## src/rtl/midi_note_rx.sv

```systemverilog
// rtl/midi_note_rx.sv - MIDI 8N1 receiver and single-channel Note On/Off gate decoder
// Optional: define MIDI_RUNNING_STATUS_EN to keep the status byte after each message (running status).
module midi_note_rx #(
  parameter int CLKS_PER_BIT = 3200,
  parameter int CHANNEL      = 0
) (
  input  logic       clk,
  input  logic       rst_n,
  input  logic       midi_rx,
  output logic [7:0] midi_data,
  output logic       midi_valid,
  output logic [6:0] velocity,
  output logic       msg_strobe,
  output logic       framing_error
);

  localparam int CW = $clog2(CLKS_PER_BIT);
  localparam logic [CW-1:0] FULL_M1 = CW'(CLKS_PER_BIT - 1);
  localparam logic [CW-1:0] HALF_M1 = CW'(CLKS_PER_BIT / 2 - 1);

  typedef enum logic [2:0] {S_IDLE, S_START, S_DATA, S_STOP, S_WAIT_IDLE} state_t;

  state_t          state, next_state;
  logic [1:0]      sync_q;
  logic            rx_s;
  logic [CW-1:0]   cnt;
  logic [2:0]      bit_cnt;
  logic [7:0]      shift_q;
  logic [7:0]      byte_q;
  logic            byte_strobe;
  logic            tick, byte_done, frame_bad, sample_data;

  logic            have_status, status_on, expect_d2;
  logic [6:0]      note_q;

  always_ff @(posedge clk or negedge rst_n) begin
    if (!rst_n) sync_q <= 2'b11;
    else        sync_q <= {sync_q[0], midi_rx};
  end
  assign rx_s = sync_q[1];

  // The start bit is timed to its centre; every later sample is a full bit apart.
  assign tick = (state == S_START) ? (cnt == HALF_M1) : (cnt == FULL_M1);

  always_ff @(posedge clk or negedge rst_n) begin
    if (!rst_n) state <= S_IDLE;
    else        state <= next_state;
  end

  always_comb begin
    next_state = state;
    case (state)
      S_IDLE:      if (!rx_s) next_state = S_START;
      S_START:     if (tick) next_state = rx_s ? S_IDLE : S_DATA;
      S_DATA:      if (tick && bit_cnt == 3'd7) next_state = S_STOP;
      S_STOP:      if (tick) next_state = rx_s ? S_IDLE : S_WAIT_IDLE;
      S_WAIT_IDLE: if (rx_s) next_state = S_IDLE;
      default:     next_state = S_IDLE;
    endcase
  end

  always_comb begin
    byte_done   = 1'b0;
    frame_bad   = 1'b0;
    sample_data = 1'b0;
    case (state)
      S_DATA: sample_data = tick;
      S_STOP: begin
        byte_done = tick && rx_s;
        frame_bad = tick && !rx_s;
      end
      default: ;
    endcase
  end

  always_ff @(posedge clk or negedge rst_n) begin
    if (!rst_n) begin
      cnt           <= '0;
      bit_cnt       <= '0;
      shift_q       <= '0;
      byte_q        <= '0;
      byte_strobe   <= 1'b0;
      framing_error <= 1'b0;
    end else begin
      cnt           <= (state == S_IDLE || tick) ? '0 : cnt + CW'(1);
      byte_strobe   <= byte_done;
      framing_error <= frame_bad;
      if (state == S_IDLE) bit_cnt <= '0;
      else if (sample_data) bit_cnt <= bit_cnt + 3'd1;
      if (sample_data) shift_q <= {rx_s, shift_q[7:1]};
      if (byte_done) byte_q <= shift_q;
    end
  end

  always_ff @(posedge clk or negedge rst_n) begin
    if (!rst_n) begin
      have_status <= 1'b0;
      status_on   <= 1'b0;
      expect_d2   <= 1'b0;
      note_q      <= '0;
      midi_data   <= '0;
      midi_valid  <= 1'b0;
      velocity    <= '0;
      msg_strobe  <= 1'b0;
    end else begin
      msg_strobe <= 1'b0;
      if (byte_strobe && byte_q < 8'hF8) begin
        if (byte_q[7]) begin
          have_status <= (byte_q[7:5] == 3'b100) && (byte_q[3:0] == CHANNEL[3:0]);
          status_on   <= byte_q[4];
          expect_d2   <= 1'b0;
        end else if (have_status) begin
          if (!expect_d2) begin
            note_q    <= byte_q[6:0];
            expect_d2 <= 1'b1;
          end else begin
            msg_strobe <= 1'b1;
            expect_d2  <= 1'b0;
`ifndef MIDI_RUNNING_STATUS_EN
            have_status <= 1'b0;
`endif
            if (status_on && byte_q[6:0] != 7'd0) begin
              midi_data  <= {1'b0, note_q};
              velocity   <= byte_q[6:0];
              midi_valid <= 1'b1;
            end else if (midi_valid && midi_data == {1'b0, note_q}) begin
              midi_valid <= 1'b0;
            end
          end
        end
      end
    end
  end

endmodule

```

## config.mk

```make
export PLATFORM = sky130hd
export DESIGN_NAME = midi_note_rx
export DESIGN_NICKNAME = d
export VERILOG_FILES = /design/src/rtl/midi_note_rx.sv
export SDC_FILE = /design/constraint.sdc
export NUM_CORES = 1
export LEC_CHECK = 0
export CAP_MARGIN = 0
export CORE_ASPECT_RATIO = 1.4
export CORE_UTILIZATION = 31
export CTS_CLUSTER_DIAMETER = 200
export DETAILED_ROUTE_END_ITERATION = 12
export PLACE_DENSITY = 0.45
export SETUP_SLACK_MARGIN = 0.2
export SKIP_CTS_REPAIR_TIMING = 1
export SLEW_MARGIN = 40
export SYNTH_ARGS = -nofsm -noshare
export SYNTH_HDL_FRONTEND = slang
export SYNTH_SLANG_ARGS = --single-unit
```

## constraint.sdc

```tcl
create_clock -name clk -period 2.8 [get_ports clk]
set_input_delay 0.28 -clock clk [delete_from_list [all_inputs] [get_ports clk]]
set_output_delay 0.28 -clock clk [all_outputs]
set_load 0.1 [all_outputs]
```

==> reports/results.md <==
* finished, violations left — run status
* negative hold slack — violated checks
* no — unrepaired setup endpoints after global routing
* 401 uW — net load switching power
* 1790 uW — cell-internal power
* 19 — port bufs
* 343 — Cells after DPL
* 64 — register bit total from synthesis
* 24 — final hold vios
* 65 — DRT iter0 DRCs
* 40 — number of placement rows
* 0 — remaining number of nets flagged by the antenna check after routing
* sky130_fd_sc_hd__dfrtp_1 — cell type with the highest aggregate area in the netlist
* 82.7 um — Die X-Extent
* 0 — number of flops mapped to enable cells by yosys
* 0.000420 V — worst vdd rail ir drop
* 14.5 um — WL per Instance
* met2 — grt peak-use layer
* 30.7% — share of layout cells above drive strength 1
* register — category of the worst setup path launch point
* 0 — initial antenna violation count
* sky130_fd_sc_hd__dfrtp_1 — commonest non-fill, non-tap cell in the layout
* 8850 um — first-pass GRT wire length
* 0.792 — GP Congestion
* 3.81% — met3 capacity usage during global routing
* 14.7% — met1 track demand over resource
* 18.3% — switching share of total power
* 0 — Post-route DRC
* 223 — cells after synthesis
* 38 — count of unique library cells instantiated by Yosys
* -0.0282 ns — hold_ws
* 0.659 ns — transition time of the tightest slew-check pin
* 0.32 ns — Clk Latency, worst-skew pair
* 55.9% — max-slew headroom at the worst pin
* 4 — depth of the worst register-to-register path
* 3 — H-tree lvl count
* 0 — count of warnings emitted by yosys
* sky130_fd_sc_hd__dfrtp_1 (62), sky130_fd_sc_hd__mux2_2 (30), sky130_fd_sc_hd__nor2_1 (20) — commonest non-fill, non-tap cells in the layout
* 1,763 — number of global-route vias before repair
* 21 — boundary pin count
* 0.00871 mm2 — area inside the core boundary
* sky130_fd_sc_hd__dfrtp_1 — Post-synth top flop
* 0.00168 uW — static leakage
* 39 — maximum number of pins on one net before global-route repair
* 4 — detailed-router iteration count before antenna repair
* 32.4% — initial core utilization
* 229 — number of nets in the synthesized netlist
* 56.8% — sequential area share after synthesis
* 3.00 ns — CP required
* register — type of destination of the critical path
* 4.77 — routed vias/inst
* 115 um — vertical die dimension
* 0 — count of antenna diodes in the layout
* 54.9% — share of Yosys cell area claimed by the top area cell type
* 0 — setup violation total in the final timing report
* 42.5% — sequential power share
* 64 — clk sink count
* 0 — Congestion Overflow GR
* 56.1% — clock network fraction of total power
* 12.7 um2 — Avg Inst Size Synth
* 0.05 ns — clock slew at the register clock pins of the worst setup and hold paths
* 70.0% — final worst-path cycle share
* sky130_fd_sc_hd__dfrtp_1 (55%), sky130_fd_sc_hd__mux2_2 (12%), sky130_fd_sc_hd__mux2_4 (4.3%) — main area contributors after synthesis
* 255 — final layout net count
* reg -> reg — kind of critical path
* 0 — number of violations of the max-capacitance limit
* 100% — asr flop ratio synth
* 21.1% — global-route met2 utilization
* 5200 um — total wire length after detailed routing
* 12.9% — GRT Overall Usage
* 2 — clock tree buffer depth
* 1.96 ns — Final Critical Period
* 1,711 — vias after detailed routing
* 9 — maximum fanout encountered on the critical timing path
* 39.3% — share of the core filled with cells in the final layout
* 0.00473 ns — clk_skew
* 0 ns — final-layout setup total negative slack
* 1.3% — combinational group share of total power
* 2.16 ns — data arrival time at the worst-slack endpoint
* 359 — number of standard cells in the layout, taps in and fillers out
* 0.00950 mm2 — full die area
* 0.00283 mm2 — Mapped Area
* 9 — TritonCTS Buffers
* 3610 um — half-perimeter wire length of the detailed placement result
* yes — clock tree from TritonCTS
* 21.1% — area grow syn2layout
* 0.510 GHz — Max Fclk
* in -> async — Hold WC Path Type
* sky130_fd_sc_hd__clkbuf_16 — CTS root buf
* 0 — final number of max-transition violations
* 639 mW/mm2 — ratio of total power to cell area
==> final timing paths <==
path | slack, ns | startpoint | endpoint
setup / recovery | 0.84 | state[1] | byte_q[1]
hold reg to reg | 0.35 | sync_q[0] | sync_q[1]
min in group clk | 0.35 | sync_q[0] | sync_q[1]
max in group asynchronous | 2.20 | rst_n | velocity[4]
setup reg to reg | 0.84 | state[1] | byte_q[1]
hold / removal | -0.03 | rst_n | midi_data[2]
==> per-layer routing <==
layer / vias to the layer above / part of all wire (%) / wire length [um]
met5: - / 0 / 0
met4: 0 / 2.7 / 141
met3: 14 / 2.8 / 146
met2: 25 / 51 / 2650
met1: 840 / 43 / 2260
li1: 832 / - / -
==> worst max-delay path: stages, from the launching register on <==
cell and delay (ns):
sky130_fd_sc_hd__dfrtp_1 0.47, sky130_fd_sc_hd__nor3b_4 0.24, sky130_fd_sc_hd__mux2i_1 0.36, sky130_fd_sc_hd__or3_1 0.39
sky130_fd_sc_hd__mux2_2 0.37
==> logic make-up after synthesis <==
group                    after synthesis  share of synthesized area [%]
other                                  1                          0.133
flip-flops                            64                           56.8
AND/OR/NAND/NOR                       73                           14.0
XOR/XNOR                              17                           5.27
adder cells (fa/ha/maj)                3                           1.33
AO/OA/AOI/OAI                         14                           2.88
buffers and inverters                  9                           1.95
multiplexers                          42                           17.6
==> power groups by stage <==
stage          sequential [uW]  combinational (uW)  clock (uW)
2_1_floorplan              945                7.35           0
5_1_grt                    929                34.2        1310
6_report                   930                29.1        1230
3_5_place_dp               946                31.5           0
3_3_place_gp               946                31.4           0
4_1_cts                    930                31.4        1260
==> sequential cells by signal (all words and copies together), names as in the netlist <==
name and cells:
byte_q 8, cnt 12, midi_valid 1, bit_cnt 3, expect_d2 1, velocity 7
status_on 1, sync_q 2, midi_data 7, shift_q 8, byte_strobe 1, state 3
msg_strobe 1, framing_error 1, note_q 7, have_status 1
==> layout make-up <==
type,instances,area (um2)
well taps,105,131
flip-flops and latches,64,1600
clock buffers,14,274
fillers,863,5290
clock inverters,2,60.1
multi-input cells,150,1170
inverters,2,7.51
repair buffers,22,178
==> metrics by stage <==
step / power [uW] / area, um2 / setup WS (ns)
6_report: 2190 / 3420 / 0.839
5_1_grt: 2280 / 3420 / 0.646
4_1_cts: 2220 / 3420 / 0.817
3_5_place_dp: 978 / 3090 / 0.840
3_3_place_gp: 978 / 3090 / 0.858
2_1_floorplan: 953 / 2830 / 0.942
==> cell usage after synthesis (all sizes together), types with 3 or more instances <==
| master | n |
|---|---|
| nand2 | 14 |
| nand3 | 7 |
| or3 | 3 |
| xor2 | 6 |
| mux2 | 38 |
| dfrtp | 62 |
| nor2 | 20 |
| nand4 | 10 |
| o21ai | 8 |
| ha | 3 |
| a21oi | 3 |
| nor3 | 4 |
| buf | 5 |
| mux2i | 4 |
| and3 | 3 |
| xnor2 | 11 |
Note: power is estimated with default switching activity, not from simulation.
